--- src/rtl/mux_pipe_n.sv ---
// mux_pipe_n: N:1 WIDTH-bit select stage with a two-entry skid-buffered valid/ready output
module mux_pipe_n #(
    parameter int WIDTH = 64,
    parameter int N     = 4,
    parameter int SELW  = $clog2(N)
) (
    input  logic               clk,
    input  logic               reset_n,
    input  logic [N*WIDTH-1:0] in_data,
    input  logic [SELW-1:0]    sel,
    input  logic               in_valid,
    output logic               in_ready,
    input  logic               flush,
    output logic [WIDTH-1:0]   out_data,
    output logic [SELW-1:0]    out_sel,
    output logic               out_valid,
    input  logic               out_ready,
    output logic               sel_err
);
    typedef enum logic [1:0] {EMPTY, ONE, TWO} state_t;
    state_t           state;
    logic [WIDTH-1:0] word;
    logic [WIDTH-1:0] skid_data;
    logic [SELW-1:0]  skid_sel;
    logic             bad;
    logic             accept;
    logic             consume;
    assign accept  = in_valid && in_ready;
    assign consume = out_valid && out_ready;
    // pick the addressed channel; an index past the last channel yields zero and flags bad
    always_comb begin
        word = '0;
        bad  = 1'b1;
        for (int k = 0; k < N; k++)
            if (sel == SELW'(k)) begin
                word = in_data[k*WIDTH +: WIDTH];
                bad  = 1'b0;
            end
    end
    // occupancy FSM: main register drives the outputs, skid holds the second entry under stall
    always_ff @(posedge clk or negedge reset_n) begin
        if (!reset_n) begin
            state     <= EMPTY;
            out_valid <= 1'b0;
            in_ready  <= 1'b1;
            out_data  <= '0;
            out_sel   <= '0;
            skid_data <= '0;
            skid_sel  <= '0;
            sel_err   <= 1'b0;
        end else if (flush) begin
            state     <= EMPTY;
            out_valid <= 1'b0;
            in_ready  <= 1'b1;
        end else begin
            if (accept && bad) sel_err <= 1'b1;
            case (state)
                EMPTY: if (accept) begin
                    state     <= ONE;
                    out_valid <= 1'b1;
                    out_data  <= word;
                    out_sel   <= sel;
                end
                ONE: if (accept && consume) begin
                    out_data <= word;
                    out_sel  <= sel;
                end else if (accept) begin
                    state     <= TWO;
                    in_ready  <= 1'b0;
                    skid_data <= word;
                    skid_sel  <= sel;
                end else if (consume) begin
                    state     <= EMPTY;
                    out_valid <= 1'b0;
                end
                TWO: if (consume) begin
                    state    <= ONE;
                    in_ready <= 1'b1;
                    out_data <= skid_data;
                    out_sel  <= skid_sel;
                end
                default: begin
                    state     <= EMPTY;
                    out_valid <= 1'b0;
                    in_ready  <= 1'b1;
                end
            endcase
        end
    end
endmodule

--- config.mk ---
export PLATFORM = sky130hd
export DESIGN_NAME = mux_pipe_n
export DESIGN_NICKNAME = d
export VERILOG_FILES = /design/src/rtl/mux_pipe_n.sv
export SDC_FILE = /design/constraint.sdc
export NUM_CORES = 1
export LEC_CHECK = 0
export ABC_AREA = 1
export BUFFER_PORTS_ARGS = -buffer_cell sky130_fd_sc_hd__buf_2
export CORE_MARGIN = 2
export CORE_UTILIZATION = 25
export DETAILED_ROUTE_END_ITERATION = 10
export HOLD_SLACK_MARGIN = 0.1
export SLEW_MARGIN = 20
export SYNTH_ARGS = -nofsm -noshare
export SYNTH_HDL_FRONTEND = slang
export SYNTH_SLANG_ARGS = --single-unit
--- constraint.sdc ---
create_clock -name clk -period 1.76 [get_ports clk]
set_clock_uncertainty 0.2 [all_clocks]
set_input_delay 0.352 -clock clk [delete_from_list [all_inputs] [get_ports clk]]
set_output_delay 0.352 -clock clk [all_outputs]
set_load 0.1 [all_outputs]
# == Word-level counts from Yosys, hierarchy flattened ==
# Index checks and enable logic that the tools add are counted.
# classes
n_bitwise,2
muxes,34
eq_ne,17
reduce_logical,13
# ops
op,n
two-way mux 64 bit,7
one-hot mux 64 bit (3 select lines),1
two-way mux 2 bit,9
!= test 3 bit (second input constant),6
two-way mux 1 bit,13
one-hot mux 2 bit (3 select lines),2
AND reduction 4 bit,3
!= test 2 bit (second input constant),5
AND reduction 5 bit,2
equality test 2 bit (second input constant),3
one-hot mux 1 bit (3 select lines),2
equality test 2 x 1 -> 1 bit (second input constant),2
logical AND 1 bit,4
logical NOT 2 bit,2
!= test 4 bit (second input constant),1
nonzero test 3 bit,1
inverter 1 bit,2
AND reduction 2 bit,1
# word_totals
out_inout_bits,69
word_cells,74
reg_bits,137

# == Logic depth before layout (Yosys ltp) ==
# logic_depth
word_depth,7
depth_mapped,10
mapped_depth_nobuf,8

# == Least setup slack after synthesis ==
# No wires, ideal clock.
# synth_timing
path_type,register to register
startpoint,register out_valid
endpoint,register out_data[0]
slack_ns,-0.451
t_arrival_ns,1.891
synth_period_minus_slack_ns,2.211
path_buffers,2
setup_time_ns,0.120
stages_incl_launch_ff,10
required_time_ns,1.440
path_cell_list,dfrtp_1 nand2_1 inv_2 nand2_1 nand2_1 nand2_2 buf_6 buf_2 nand2_1 nand2_1
# synth_between
elab_chain_cells,4
# synth_lines
item,line,rtl
from (decl),16,"output logic out_valid,"
from (signal assigned),44,out_valid <= 1'b0;
from (signal assigned),53,out_valid <= 1'b0;
from (signal assigned),60,out_valid <= 1'b1;
logical AND 1 bit *,29,assign consume = out_valid && out_ready;
logical AND 1 bit,64,ONE: if (accept && consume) begin
!= test 2 bit (no source line),-,
AND reduction 5 bit (no source line) *,-,
to (signal assigned),61,out_data <= word;
to (signal assigned),65,out_data <= word;
to (signal assigned),79,out_data <= skid_data;
to (decl),14,"output logic [WIDTH-1:0] out_data,"
# Every way passes the cells marked *; elsewhere a longest branch is shown, timed or not.
# A chain may end at the register's enable or synchronous reset.

# == Worst setup path after layout ==
# layout_timing
startpoint,register in_ready
endpoint,register skid_data[59]
# layout_between
elab_chain_cells,4
# layout_lines
item,line,rtl
from (decl),12,"output logic in_ready,"
from (signal assigned),45,in_ready <= 1'b1;
from (signal assigned),54,in_ready <= 1'b1;
from (signal assigned),69,in_ready <= 1'b0;
logical AND 1 bit *,28,assign accept = in_valid && in_ready;
logical AND 1 bit,64,
inverter 1 bit (no source line),-,
AND reduction 4 bit (no source line) *,-,
to (signal assigned),70,skid_data <= word;
to (decl),23,logic [WIDTH-1:0] skid_data;
# Marks and branches as above.

==> key figures <==
Logic synthesis
  – Synth area leaders: dfrtp_1, nand2_1, nand3_1
  – Flops & latches, synth: 137
  – Cells after synthesis: 1173
  – Share of the synthesized area in the top cell type: 42.50%
  – Compound-Gate Fraction of Synth Area: 8.641%
  – Largest family of logic cells by synthesized area: simple AND/OR/NAND/NOR gates
  – Syn Nets: 1436
  – Fraction of registers with async set/reset: 100.0%
  – Multiplexer area fraction after synthesis: 0%
  – Synth warn: 0
  – Seq/Total Area, Yosys: 42.83%
  – Post-Syn Area: 0.008008 mm^2
  – Synth Area in Adders: 0%
  – XOR/XNOR Fraction of Synth Area: 0%
  – Yosys cell types: 24
  – Post-synth EDFFs: 0
  – Top FF cell, synth: dfrtp_1
  – Cell taking the most area after synthesis: dfrtp_1
  – Synth Area in Simple Gates: 42.14%
  – Average size of a mapped cell: 6.827 um^2

Place
  – IO buf count: 331
  – Post-DP HPWL: 21250 um
  – Place WS: -116.6 ps
  – Placer Congestion: 0.8787
  – Placed cell count: 1866

Timing
  – Crit path time final: 1820 ps
  – Worst setup margin: -60.23 ps
  – Slew @ Worst Pin: 417.2 ps
  – Final max-slew violation count: 0
  – Setup-failing EPs final: 74
  – Final worst path period share: 103.4%
  – Unrepaired setup endpoints after global routing: true
  – Max Fclk: 549.4 MHz
  – Final hold violations: 0
  – Slew headroom: 72.19%

Clock network
  – Root buffer cell: clkbuf_16
  – Cts bufs inserted: 17
  – Worst-Skew Late Latency: 410 ps
  – CTS Sinks: 137
  – CTS clk-pin slew, worst paths: 60 ps
  – Clock buffer depth: 2
  – CTS H-Tree Depth: 4
  – TritonCTS clock tree: yes

Setup path
  – CP Capture Type: flip-flop
  – Worst EP required: 1850 ps
  – Reg2Reg Launch Point: in_ready$_DFFE_PN1P_
  – RR Endpoint: skid_data[59]$_DFFE_PN0P_
  – Arr. time, crit path: 1910 ps
  – Crit-path max FO: 36
  – Crit path launch type: flip-flop
  – Crit Path Class: flip-flop to flip-flop
  – Crit path capture: skid_data[59]$_DFFE_PN0P_
  – Reg2reg setup slack: -60 ps
  – R2R depth: 6
  – Critical Path Start: in_ready$_DFFE_PN1P_

Detailed routing
  – DR vias/cell: 4.705
  – Wire length per cell: 16.72 um
  – First-iteration detailed-routing DRC count: 449
  – Vias: 9057
  – Post-route ant nets: 0
  – Iteration count of the initial detailed-routing pass: 5
  – # DRC: 0
  – Post-Route WL: 32180 um

Outcome
  – Status: complete, but fails checks
  – Failing checks: setup timing

Layout
  – Total Nets Final: 1771
  – Area growth, synth to finish: 45.91%
  – Fraction of layout cells with a size suffix above 1: 32.08%
  – Most frequent cells in the layout: nand2_1, buf_2, dfrtp_1
  – Commonest non-fill, non-tap cell in the layout: nand2_1
  – Non-Filler Instances: 1925
  – Fill cells: 3360

Power
  – LEAKAGE: 0.006273 uW
  – Clock power frac: 16.9%
  – Pint: 9479 uW
  – Switching power share of the total: 53.57%
  – Net load switching power: 10940 uW
  – Overall power: 20420 uW
  – Share of power burned in registers: 27.7%
  – Combinational share of power: 55.4%
  – Peak supply drop: 1.025 mV
  – PwrDens: 1747 mW/mm^2

Floorplanning
  – I/O pin cnt: 332
  – Die height: 183.0 um
  – Die W: 183.0 um
  – Core footprint: 0.03156 mm^2
  – Total die area: 0.03348 mm^2
  – Initial Util: 25.38%
  – Row cnt: 65

Global routing
  – All-Layer GR Usage: 16.93%
  – Largest net degree at the start of global routing: 73
  – GRT Residual Overflow: 0
  – Initial antenna violation count: 3
  – Vias in the first global route: 8493
  – First-pass GRT wire length: 44250 um

Worst hold path
  – Hold Path Class: input port to flip-flop
  – Hold Path Stages: 4

Run
  – Max-cap viol count: 0
[final cells by class]
cell class / instances / area, um^2 / share of cell area (%)
Multi-Input combinational cell: 942 / 4297 / 36.77
Sequential cell: 137 / 3437 / 29.42
Timing Repair Buffer: 398 / 2836 / 24.28
Tap cell: 402 / 503.0 / 4.305
Clock buffer: 20 / 456.7 / 3.909
Clock inverter: 12 / 101.3 / 0.8674
Inverter: 12 / 47.55 / 0.4069
Antenna cell: 2 / 5.005 / 0.04284
[flip-flops by register name, indices dropped and copies added, names as in the netlist]
name       flops
skid_data     64
in_ready       1
skid_sel       2
out_data      64
sel_err        1
out_valid      1
out_sel        2
state          2
[synth_stat cells (2+ instances only)]
library cell and n:
buf_2 37, buf_4 5, buf_6 12, clkbuf_1 29, dfrtp_1 136, inv_1 6, inv_2 6, nand2_1 472
nand2_2 3, nand3_1 132, nor2_1 128, nor2_2 4, o21ai_0 62, o21ai_1 69, o21ai_2 2, or2_0 45
or2_1 15, or2_2 4
[through the flow]
step	setup TNS [ps]	cell area, um^2	utilization [%]	hold slack [ps]
2_1_floorplan	-6229	8063	-	-143.6
3_3_place_gp	-960.3	10360	32.82	101.4
3_5_place_dp	-2135	10360	32.82	102.9
4_1_cts	-72.19	11200	35.50	102.1
5_1_grt	-9725	11680	37.02	118.3
6_report	-1557	11680	37.03	122.7
[what timing repair did]
action                                  CTS  global route
gates cloned                              0            12
endpoints found under the hold margin   149             0
setup buffers                             0             0
pin swaps                                 0             7
endpoints found under the setup margin   66            93
hold buffers                             13             0
gates resized for setup                  62            72
[power groups by stage]
stage | Sequential, uW | Combinational [uW] | Clock, uW
global route | 5860 | 12000 | 3690
floorplan | 11200 | 2460 | 0
global placement | 5570 | 10300 | 0
CTS | 5650 | 10800 | 3570
detailed placement | 5640 | 10300 | 0
finish | 5660 | 11300 | 3450
[routing by layer]
metal  vias to the layer above  wire length [um]  GRT usage, %  part of all wire [%]
met2                       340             15220         28.52                    47
met4                         4              1063         7.776                   3.3
met5                         -                27             0                 0.084
met3                        45              1965         3.832                   6.1
li1                       4401                 -             -                     -
met1                      4267             13910         20.61                    43
[logic make-up (layout without fill, tap and decap cells)]
group                  Yosys count  in the layout
buffers and inverters           95            442
other                            0              2
DFF                            137            137
and+or+nand+nor                805            806
AOI/OAI and AO/OA              136            136
[worst max-delay path, cell delays in order, from the launching register on]
cell and delay, ps:
dfstp_4 650, nand2_4 70, nor2_2 180, nand2_4 170, clkbuf_16 260, nand2_1 80
o21ai_1 70
[worst min path at each step]
stage	to	startpoint
3_5_place_dp	out_data[53]$_DFFE_PN0P_	reset_n
2_1_floorplan	out_data[0]$_DFFE_PN0P_	reset_n
5_1_grt	skid_data[60]$_DFFE_PN0P_	in_data[252]
4_1_cts	skid_data[54]$_DFFE_PN0P_	in_data[246]
3_3_place_gp	out_data[53]$_DFFE_PN0P_	reset_n
6_report	skid_data[4]$_DFFE_PN0P_	in_data[196]
(Power assumes the default switching activity.)
